===== src/rtl/mul_share_arbiter.sv =====
// Round-robin front end sharing one 8x8 ripple-array multiplier between NUM_REQ requesters.
// Optional per-requester completion counters: define MUL_SHARE_ARBITER_STATS_EN.
module mul_share_arbiter #(
    parameter int unsigned NUM_REQ     = 2,
    parameter int unsigned CALC_CYCLES = 2,
    parameter int unsigned ID_W        = 1
) (
    input  logic                    clk,
    input  logic                    rst_n,
    input  logic [NUM_REQ-1:0]      req_valid,
    output logic [NUM_REQ-1:0]      req_ready,
    input  logic [8*NUM_REQ-1:0]    req_a,
    input  logic [8*NUM_REQ-1:0]    req_b,
    output logic                    rsp_valid,
    input  logic                    rsp_ready,
    output logic [15:0]             rsp_data,
    output logic [ID_W-1:0]         rsp_id,
    output logic                    busy,
    output logic [16*NUM_REQ-1:0]   stat_count
);

    localparam int unsigned CNT_W = (CALC_CYCLES > 1) ? $clog2(CALC_CYCLES) : 1;
    localparam int unsigned SEL_W = ID_W + 3;

    typedef enum logic [1:0] {
        S_IDLE = 2'd0,
        S_CALC = 2'd1,
        S_RESP = 2'd2
    } state_t;

    state_t             r_state;
    logic [CNT_W-1:0]   r_cnt;
    logic [7:0]         r_op_a;
    logic [7:0]         r_op_b;
    logic [ID_W-1:0]    r_op_id;
    logic [ID_W-1:0]    r_last_grant;
    logic               r_rsp_valid;
    logic [15:0]        r_rsp_data;
    logic [ID_W-1:0]    r_rsp_id;

    logic               w_grant_vld;
    logic [ID_W-1:0]    w_grant_idx;
    logic               w_can_accept;
    logic               w_accept;
    logic [SEL_W-1:0]   w_sel_base;
    logic [7:0]         w_sel_a;
    logic [7:0]         w_sel_b;
    logic [15:0]        w_product;

    // Shift-and-add array built from explicit full-adder ripple rows.
    function automatic logic [15:0] ripple_mul(input logic [7:0] a, input logic [7:0] b);
        logic [15:0] acc;
        logic [15:0] pp;
        logic        carry;
        logic        sum;
        acc = '0;
        for (int unsigned i = 0; i < 8; i++) begin
            pp    = {8'h00, a & {8{b[i]}}} << i;
            carry = 1'b0;
            for (int unsigned j = 0; j < 16; j++) begin
                sum    = acc[j] ^ pp[j] ^ carry;
                carry  = (acc[j] & pp[j]) | (carry & (acc[j] ^ pp[j]));
                acc[j] = sum;
            end
        end
        return acc;
    endfunction

    // First valid requester at or after last_grant+1, wrapping.
    function automatic logic [ID_W:0] rr_pick(input logic [NUM_REQ-1:0] vld,
                                               input logic [ID_W-1:0]    last);
        logic            found;
        logic [ID_W-1:0] sel;
        int unsigned     idx;
        found = 1'b0;
        sel   = '0;
        for (int unsigned k = 0; k < NUM_REQ; k++) begin
            idx = (32'(last) + 32'd1 + k) % NUM_REQ;
            if (!found && vld[ID_W'(idx)]) begin
                found = 1'b1;
                sel   = ID_W'(idx);
            end
        end
        return {found, sel};
    endfunction

    assign {w_grant_vld, w_grant_idx} = rr_pick(req_valid, r_last_grant);

    // Reset gates the grant so req_ready reads zero while rst_n is low.
    assign w_can_accept = rst_n && ((r_state == S_IDLE) || ((r_state == S_RESP) && rsp_ready));
    assign w_accept     = w_can_accept && w_grant_vld;

    always_comb begin
        req_ready = '0;
        if (w_accept) begin
            req_ready[w_grant_idx] = 1'b1;
        end
    end

    assign w_sel_base = {w_grant_idx, 3'b000};
    assign w_sel_a    = req_a[w_sel_base +: 8];
    assign w_sel_b    = req_b[w_sel_base +: 8];

    // Fed only from the held operand registers: a CALC_CYCLES multicycle path.
    assign w_product = ripple_mul(r_op_a, r_op_b);

    always_ff @(posedge clk or negedge rst_n) begin
        if (!rst_n) begin
            r_state      <= S_IDLE;
            r_cnt        <= '0;
            r_op_a       <= '0;
            r_op_b       <= '0;
            r_op_id      <= '0;
            r_last_grant <= ID_W'(NUM_REQ - 1);
            r_rsp_valid  <= 1'b0;
            r_rsp_data   <= '0;
            r_rsp_id     <= '0;
        end else begin
            if (w_accept) begin
                r_op_a       <= w_sel_a;
                r_op_b       <= w_sel_b;
                r_op_id      <= w_grant_idx;
                r_last_grant <= w_grant_idx;
            end
            case (r_state)
                S_IDLE: begin
                    if (w_accept) begin
                        r_state <= S_CALC;
                        r_cnt   <= CNT_W'(CALC_CYCLES - 1);
                    end
                end
                S_CALC: begin
                    if (r_cnt == '0) begin
                        r_rsp_data  <= w_product;
                        r_rsp_id    <= r_op_id;
                        r_rsp_valid <= 1'b1;
                        r_state     <= S_RESP;
                    end else begin
                        r_cnt <= r_cnt - CNT_W'(1);
                    end
                end
                S_RESP: begin
                    if (rsp_ready) begin
                        r_rsp_valid <= 1'b0;
                        if (w_accept) begin
                            r_state <= S_CALC;
                            r_cnt   <= CNT_W'(CALC_CYCLES - 1);
                        end else begin
                            r_state <= S_IDLE;
                        end
                    end
                end
                default: r_state <= S_IDLE;
            endcase
        end
    end

    assign rsp_valid = r_rsp_valid;
    assign rsp_data  = r_rsp_data;
    assign rsp_id    = r_rsp_id;
    assign busy      = (r_state != S_IDLE);

`ifdef MUL_SHARE_ARBITER_STATS_EN
    logic [15:0] r_stat [NUM_REQ];

    // One wrapping counter per requester, bumped on each response handshake.
    always_ff @(posedge clk or negedge rst_n) begin
        if (!rst_n) begin
            for (int unsigned i = 0; i < NUM_REQ; i++) begin
                r_stat[i] <= '0;
            end
        end else if (r_rsp_valid && rsp_ready) begin
            r_stat[r_rsp_id] <= r_stat[r_rsp_id] + 16'd1;
        end
    end

    for (genvar gi = 0; gi < NUM_REQ; gi++) begin : g_stat
        assign stat_count[16*gi +: 16] = r_stat[gi];
    end
`else
    assign stat_count = '0;
`endif

endmodule

===== config.mk =====
export PLATFORM = sky130hd
export DESIGN_NAME = mul_share_arbiter
export DESIGN_NICKNAME = d
export VERILOG_FILES = /design/src/rtl/mul_share_arbiter.sv
export SDC_FILE = /design/constraint.sdc
export NUM_CORES = 1
export LEC_CHECK = 0
export ABC_AREA = 1
export BUFFER_PORTS_ARGS = -buffer_cell sky130_fd_sc_hd__buf_2
export CAP_MARGIN = 10
export CORE_MARGIN = 3
export CORE_UTILIZATION = 50
export CTS_BUF_LIST = sky130_fd_sc_hd__clkbuf_8
export CTS_CLUSTER_SIZE = 20
export DETAILED_ROUTE_END_ITERATION = 10
export GPL_ROUTABILITY_DRIVEN = 0
export MAX_ROUTING_LAYER = met4
export PLACE_DENSITY = 0.84
export RECOVER_POWER = 100
export SLEW_MARGIN = 20
export SYNTH_ARGS = -nofsm -noshare
export SYNTH_HDL_FRONTEND = slang
export SYNTH_SLANG_ARGS = --single-unit

===== constraint.sdc =====
create_clock -name clk -period 9.4 [get_ports clk]
set_clock_uncertainty 0.1 [all_clocks]
set_input_delay 0.94 -clock clk [delete_from_list [all_inputs] [get_ports clk]]
set_output_delay 0.94 -clock clk [all_outputs]
set_load 0.1 [all_outputs]

Word-level counts from Yosys, hierarchy flattened
Index checks and enable logic that the tools add are counted.
Widths: inputs -> output; s select.
{"block": "word_totals", "register_bits": 39, "inputBits": 37, "output_inout_bits": 53, "word_cells": 326}
{"block": "classes", "add_sub_neg": 3, "order_cmp": 4, "n_eq_ne": 5, "shift": 2, "muxes": 23, "n_bitwise": 265, "n_reduce_logical": 15}
{"operator": "$and 1x1->1", "n": 104}
{"operator": "$xor 1x1->1", "n": 104}
{"operator": "$and 8x8->8", "n": 8}
{"operator": "$or 1x1->1", "n": 48}
{"operator": "$shiftx 16x5->8", "n": 2}
{"operator": "$mux 1", "n": 15}
{"operator": "$mux 2", "n": 4}
{"operator": "$lt 1x2->1 const B", "n": 3}
{"operator": "$ne 2x2->1 const B", "n": 3}
{"operator": "$pmux 2 s3", "n": 1}
{"operator": "$reduce_and 3->1", "n": 2}
{"operator": "$logic_and 1x1->1", "n": 5}
{"operator": "$reduce_and 2->1", "n": 2}
{"operator": "$reduce_bool 2->1", "n": 2}
{"operator": "$pmux 1 s3", "n": 1}
{"operator": "$reduce_bool 3->1", "n": 1}
{"operator": "$add 1x1->1 const B", "n": 2}
{"operator": "$eq 2x1->1 const B", "n": 1}
{"operator": "$eq 2x2->1 const B", "n": 1}
{"operator": "$logic_not 2->1", "n": 1}
{"operator": "$pmux 1 s2", "n": 1}
{"operator": "$demux 1 s1", "n": 1}
{"operator": "$ge 1x1->1 const B", "n": 1}
{"operator": "$logic_not 1->1", "n": 1}
{"operator": "3 further kinds", "n": 3}

Longest topological paths before layout
{"block": "depth", "depth_word": 40, "depth_mapped": 29, "ltp_nobuf": 28}

Least setup slack after synthesis
Ideal clock, no wire load.
{"block": "synth_timing", "path_kind": "reg2reg", "from": "register r_op_a[0]", "to": "register r_rsp_data[14], in the netlist rsp_data[14]", "setup_ps": 122, "t_arrival_ps": 9160, "required_time_ps": 9178, "slack_ps": 17, "path_stages_with_launch": 28, "path_buffers": 1, "period_less_slack_ps": 9383, "path_cell_list": "dfrtp_1 > clkbuf_1 > nand2_1 > inv_1 > ha_1 > inv_1 > fa_1 > fa_1 > inv_1 > fa_1 > fa_1 > fa_1 > fa_1 > fa_1 > fa_1 > fa_1 > fa_1 > fa_1 > fa_1 > fa_1 > fa_1 > fa_1 > fa_1 > fa_1 > inv_1 > fa_1 > fa_1 > o21ai_2"}
{"block": "synth_via", "elab_chain_cells": 39, "elab_cells_between_ends": 235, "cone_classes": "bitwise: 235"}
{"element": "from (decl)", "line_no": "33", "text": "logic [7:0] r_op_a;"}
{"element": "from (signal assigned)", "line_no": "120", "text": "r_op_a <= w_sel_a;"}
{"element": "$and 8x8->8", "line_no": "58", "text": "pp = {8'h00, a & {8{b[i]}}} << i;"}
{"element": "$and 1x1->1 (2 in a row)", "line_no": "62", "text": "carry = (acc[j] & pp[j]) | (carry & (acc[j] ^ pp[j]));"}
{"element": "$or 1x1->1", "line_no": "62"}
{"element": "$and 1x1->1 or $xor 1x1->1 (tied branches)", "line_no": "62, 61"}
{"element": "$or 1x1->1 or $xor 1x1->1 (tied branches)", "line_no": "62, 61"}
{"element": "$and 1x1->1 or $xor 1x1->1 (tied branches)", "line_no": "62, 61"}
{"element": "$or 1x1->1 or $xor 1x1->1 (tied branches)", "line_no": "62, 61"}
{"element": "$and 1x1->1 or $xor 1x1->1 (tied branches)", "line_no": "62, 61"}
{"element": "[22 not listed]"}
{"element": "$or 1x1->1, or another cell as far along", "line_no": "62"}
{"element": "$and 1x1->1 or $xor 1x1->1 (tied branches)", "line_no": "62, 61"}
{"element": "$or 1x1->1 or $xor 1x1->1 (tied branches)", "line_no": "62"}
{"element": "$and 1x1->1 or $xor 1x1->1 (tied branches)", "line_no": "62, 61"}
{"element": "$or 1x1->1 or $xor 1x1->1 (tied branches)", "line_no": "62"}
{"element": "$and 1x1->1", "line_no": "62"}
{"element": "$or 1x1->1", "line_no": "62"}
{"element": "$xor 1x1->1 *", "line_no": "61", "text": "sum = acc[j] ^ pp[j] ^ carry;"}
{"element": "to (signal assigned)", "line_no": "134", "text": "r_rsp_data <= w_product;"}
{"element": "to (decl)", "line_no": "38", "text": "logic [15:0] r_rsp_data;"}
Every way passes the cells marked *; elsewhere a longest branch is shown, timed or not.
A chain may end at the register's enable or synchronous reset.

Final worst setup path
{"block": "layout_timing", "from": "register r_op_b[1]", "to": "register r_rsp_data[14], in the netlist rsp_data[14]"}
{"block": "layout_via", "elab_chain_cells": 39, "elab_cells_between_ends": 241, "cone_classes": "bitwise: 241"}
{"element": "from (decl)", "line_no": "34", "text": "logic [7:0] r_op_b;"}
{"element": "from (signal assigned)", "line_no": "121", "text": "r_op_b <= w_sel_b;"}
{"element": "$and 8x8->8 *", "line_no": "58"}
{"element": "$and 1x1->1 or $xor 1x1->1 (tied branches)", "line_no": "62, 61"}
{"element": "$and 1x1->1", "line_no": "62"}
{"element": "$or 1x1->1", "line_no": "62"}
{"element": "$and 1x1->1 or $xor 1x1->1 (tied branches)", "line_no": "62, 61"}
{"element": "$or 1x1->1 or $xor 1x1->1 (tied branches)", "line_no": "62, 61"}
{"element": "$and 1x1->1 or $xor 1x1->1 (tied branches)", "line_no": "62, 61"}
{"element": "$or 1x1->1 or $xor 1x1->1 (tied branches)", "line_no": "62, 61"}
{"element": "[23 not listed]"}
{"element": "$or 1x1->1, or another cell as far along", "line_no": "62"}
{"element": "$and 1x1->1 or $xor 1x1->1 (tied branches)", "line_no": "62, 61"}
{"element": "$or 1x1->1 or $xor 1x1->1 (tied branches)", "line_no": "62"}
{"element": "$and 1x1->1 or $xor 1x1->1 (tied branches)", "line_no": "62, 61"}
{"element": "$or 1x1->1 or $xor 1x1->1 (tied branches)", "line_no": "62"}
{"element": "$and 1x1->1", "line_no": "62"}
{"element": "$or 1x1->1", "line_no": "62"}
{"element": "$xor 1x1->1 *", "line_no": "61"}
Marks and branches as above.

==> metrics.txt <==
WP data arrival 9.33 ns; total gr overflow 0; H-tree depth 2; Setup violations, final 0; chip height between 90 and 100 um; Die ar. 8500 um2; area of the core 6980 um2; HPWL after DPL 5.47 mm; total iterations of the first detailed-routing run 6; Yosys warnings 0; Die Width 92.2 um; wire per inst 11.8 um; CTS root buffer clkbuf_8; # rows 30; Nets 591; port bufs 57; CP max FO 3; Slew @ Worst Pin 0.876 ns; share of layout cells above drive strength 1 0.269; Netlist Area Pre-Place 3720 um2; Peak Freq approximately 110 MHz; final WL about 7.0 mm; status completed; #FFs+latches synth 39; # DRC 0; Seq/Total Area, Yosys 0.263; P&R area growth vs syn 10.5%; initial antenna violation count 0; Hold Buf Count CTS 0; Core Util, Final 0.588; Synth Instances 450; Worst Setup Path Type register to register; setup TNS 0 ns; mean area per synthesized cell approximately 8.3 um2; GRT Overall Usage 0.174; Cell variety after synth 25; CTS tree done; Post-DRT Antenna Nets 0; Worst-path clk slew around 0.08 ns; # clock sinks 39; Initial Util 0.532; Worst-Skew Late Latency 0.30 ns; I/O Pins 90; total CTS buffers 5; Req. time, crit path 9.49 ns; largest net degree at the start of global routing 42; RSZ-0062 raised after global routing true; Final Hold Viols 0; worst hold-check path type register to register; initial DRC count 95; vias in the first global route 2,629; Slew Viols, Final 0; CP Launch Type register; Max Cap Viol 0; Vias 2,730; Tmin final 9.25 ns; first-pass GRT wire length 11.7 mm; Final Cycle Share 0.984; Worst slew margin 0.416; diode count 0; vias per cell between 4 and 5; CTS max path bufs 2; endpoint class of the critical path register
-- synthesized netlist by cell type (all sizes together) --
cell type    n  area share
nor2         5       0.011
conb         1      0.0010
clkbuf       1      0.0010
a21oi        1      0.0024
o21bai       1      0.0030
ha           8       0.027
o2bb2ai      1      0.0024
inv         71       0.072
nand3       18       0.026
dfstp        1      0.0071
o31ai        1      0.0020
fa          48        0.26
buf         56        0.11
o21ai       11       0.024
nand2      188        0.20
dfrtp       38        0.26
-- state kept, by name, summed over array words and instances, names as in the netlist, 2 cells and up --
register and cells:
rsp_data 16, r_op_a 8, r_op_b 8, r_state 2
-- critical path, stage by stage (launching register included) --
cell and delay, ns:
dfrtp_1 0.37, nand2_1 0.06, inv_1 0.05, ha_1 0.13
inv_1 0.05, fa_2 0.33, fa_1 0.48, inv_1 0.05
fa_2 0.34, fa_2 0.41, fa_2 0.55, fa_2 0.44
fa_2 0.36, fa_2 0.41, fa_2 0.58, fa_2 0.44
fa_2 0.37, fa_2 0.56, inv_1 0.05, fa_2 0.35
fa_2 0.41, fa_2 0.41, fa_2 0.41, fa_2 0.41
fa_2 0.40, fa_1 0.56, o21ai_2 0.06
-- stage by stage --
step / hold slack (ns) / setup slack (ns) / instance area [um2] / cells
5_1_grt: 0.380 / -0.0500 / 4110 / 595
2_1_floorplan: 0.324 / 0.0174 / 3830 / 481
3_3_place_gp: 0.339 / 0.0535 / 3870 / 583
4_1_cts: 0.357 / 0.00639 / 4020 / 594
6_report: 0.358 / 0.153 / 4110 / 595
3_5_place_dp: 0.346 / -0.108 / 3870 / 583
-- cell families (layout without fill, tap and decap cells) --
kind of cell,count (synthesis),in the layout,synth area share
flops,39,39,0.263
compound gates,15,15,0.0337
buf+inv,128,146,0.182
fa+ha+maj,56,56,0.286
other cells,1,32,0.00101
simple gates,211,211,0.235
-- metal layers --
metal	track usage	wire length, um	up-vias
li1	-	-	1335
met1	0.216	2910	1276
met4	0.0433	81	0
met3	0.0328	470	11
met5	-	0	-
met2	0.294	3560	108
-- area by class of cell --
| type | count | area [um2] |
|---|---|---|
| Clock buffer | 6 | 82.6 |
| Inverter | 71 | 267 |
| Multi-Input combinational cell | 314 | 2270 |
| Tap cell | 96 | 120 |
| Timing Repair Buffer | 67 | 359 |
| Sequential cell | 39 | 977 |
| Clock inverter | 2 | 35.0 |
| Fill cell | 623 | 2880 |
-- final timing paths --
| path | endpoint | depth (start not counted) | slack [ns] | from |
|---|---|---|---|---|
| worst max-delay path | rsp_data[14]$_DFFE_PN0P_ | 26 | 0.15 | r_op_b[1]$_DFFE_PN0P_ |
| worst min-delay path | rsp_valid$_DFFE_PN0P_ | 1 | 0.36 | r_cnt$_DFFE_PN0P_ |
| worst max register to register | rsp_data[14]$_DFFE_PN0P_ | 26 | 0.15 | r_op_b[1]$_DFFE_PN0P_ |
| worst min register to register | rsp_valid$_DFFE_PN0P_ | 1 | 0.36 | r_cnt$_DFFE_PN0P_ |
| max in group asynchronous | r_op_b[1]$_DFFE_PN0P_ | 1 | 7.99 | rst_n |
| min in group asynchronous | rsp_data[5]$_DFFE_PN0P_ | 1 | 0.66 | rst_n |
-- cell usage in the layout (no fill, tap or decap) --
cell type,Yosys,layout
nand2_1,182,182
inv_1,68,68
buf_2,16,56
dfrtp_1,38,38
fa_2,0,35
conb_1,1,32
nand3_1,17,17
fa_1,48,13
buf_4,33,10
o21ai_2,9,9
ha_1,8,8
clkbuf_8,0,6
inv_2,3,3
nand2_2,3,3
nand2_4,3,3
nor2_4,3,3
nor2_1,2,2
nand3_2,1,1
o21ai_1,1,1
o2bb2ai_1,1,1
o21bai_2,1,1
a21oi_2,1,1
o31ai_1,1,1
o21ai_0,1,1
clkinv_2,0,1
bufinv_16,0,1
clkbuf_1,1,1
dfstp_2,1,1
-- repair_timing --
item,CTS,global route
resized for setup,3,32
pin swaps,1,39
setup endpoints to repair,2,2
buffers inserted,3,1
hold endpoints to repair,0,0
Power is left out: the tool's default activity adds up to more than one toggle a clock period on the data nets, which glitch-free logic cannot reach.
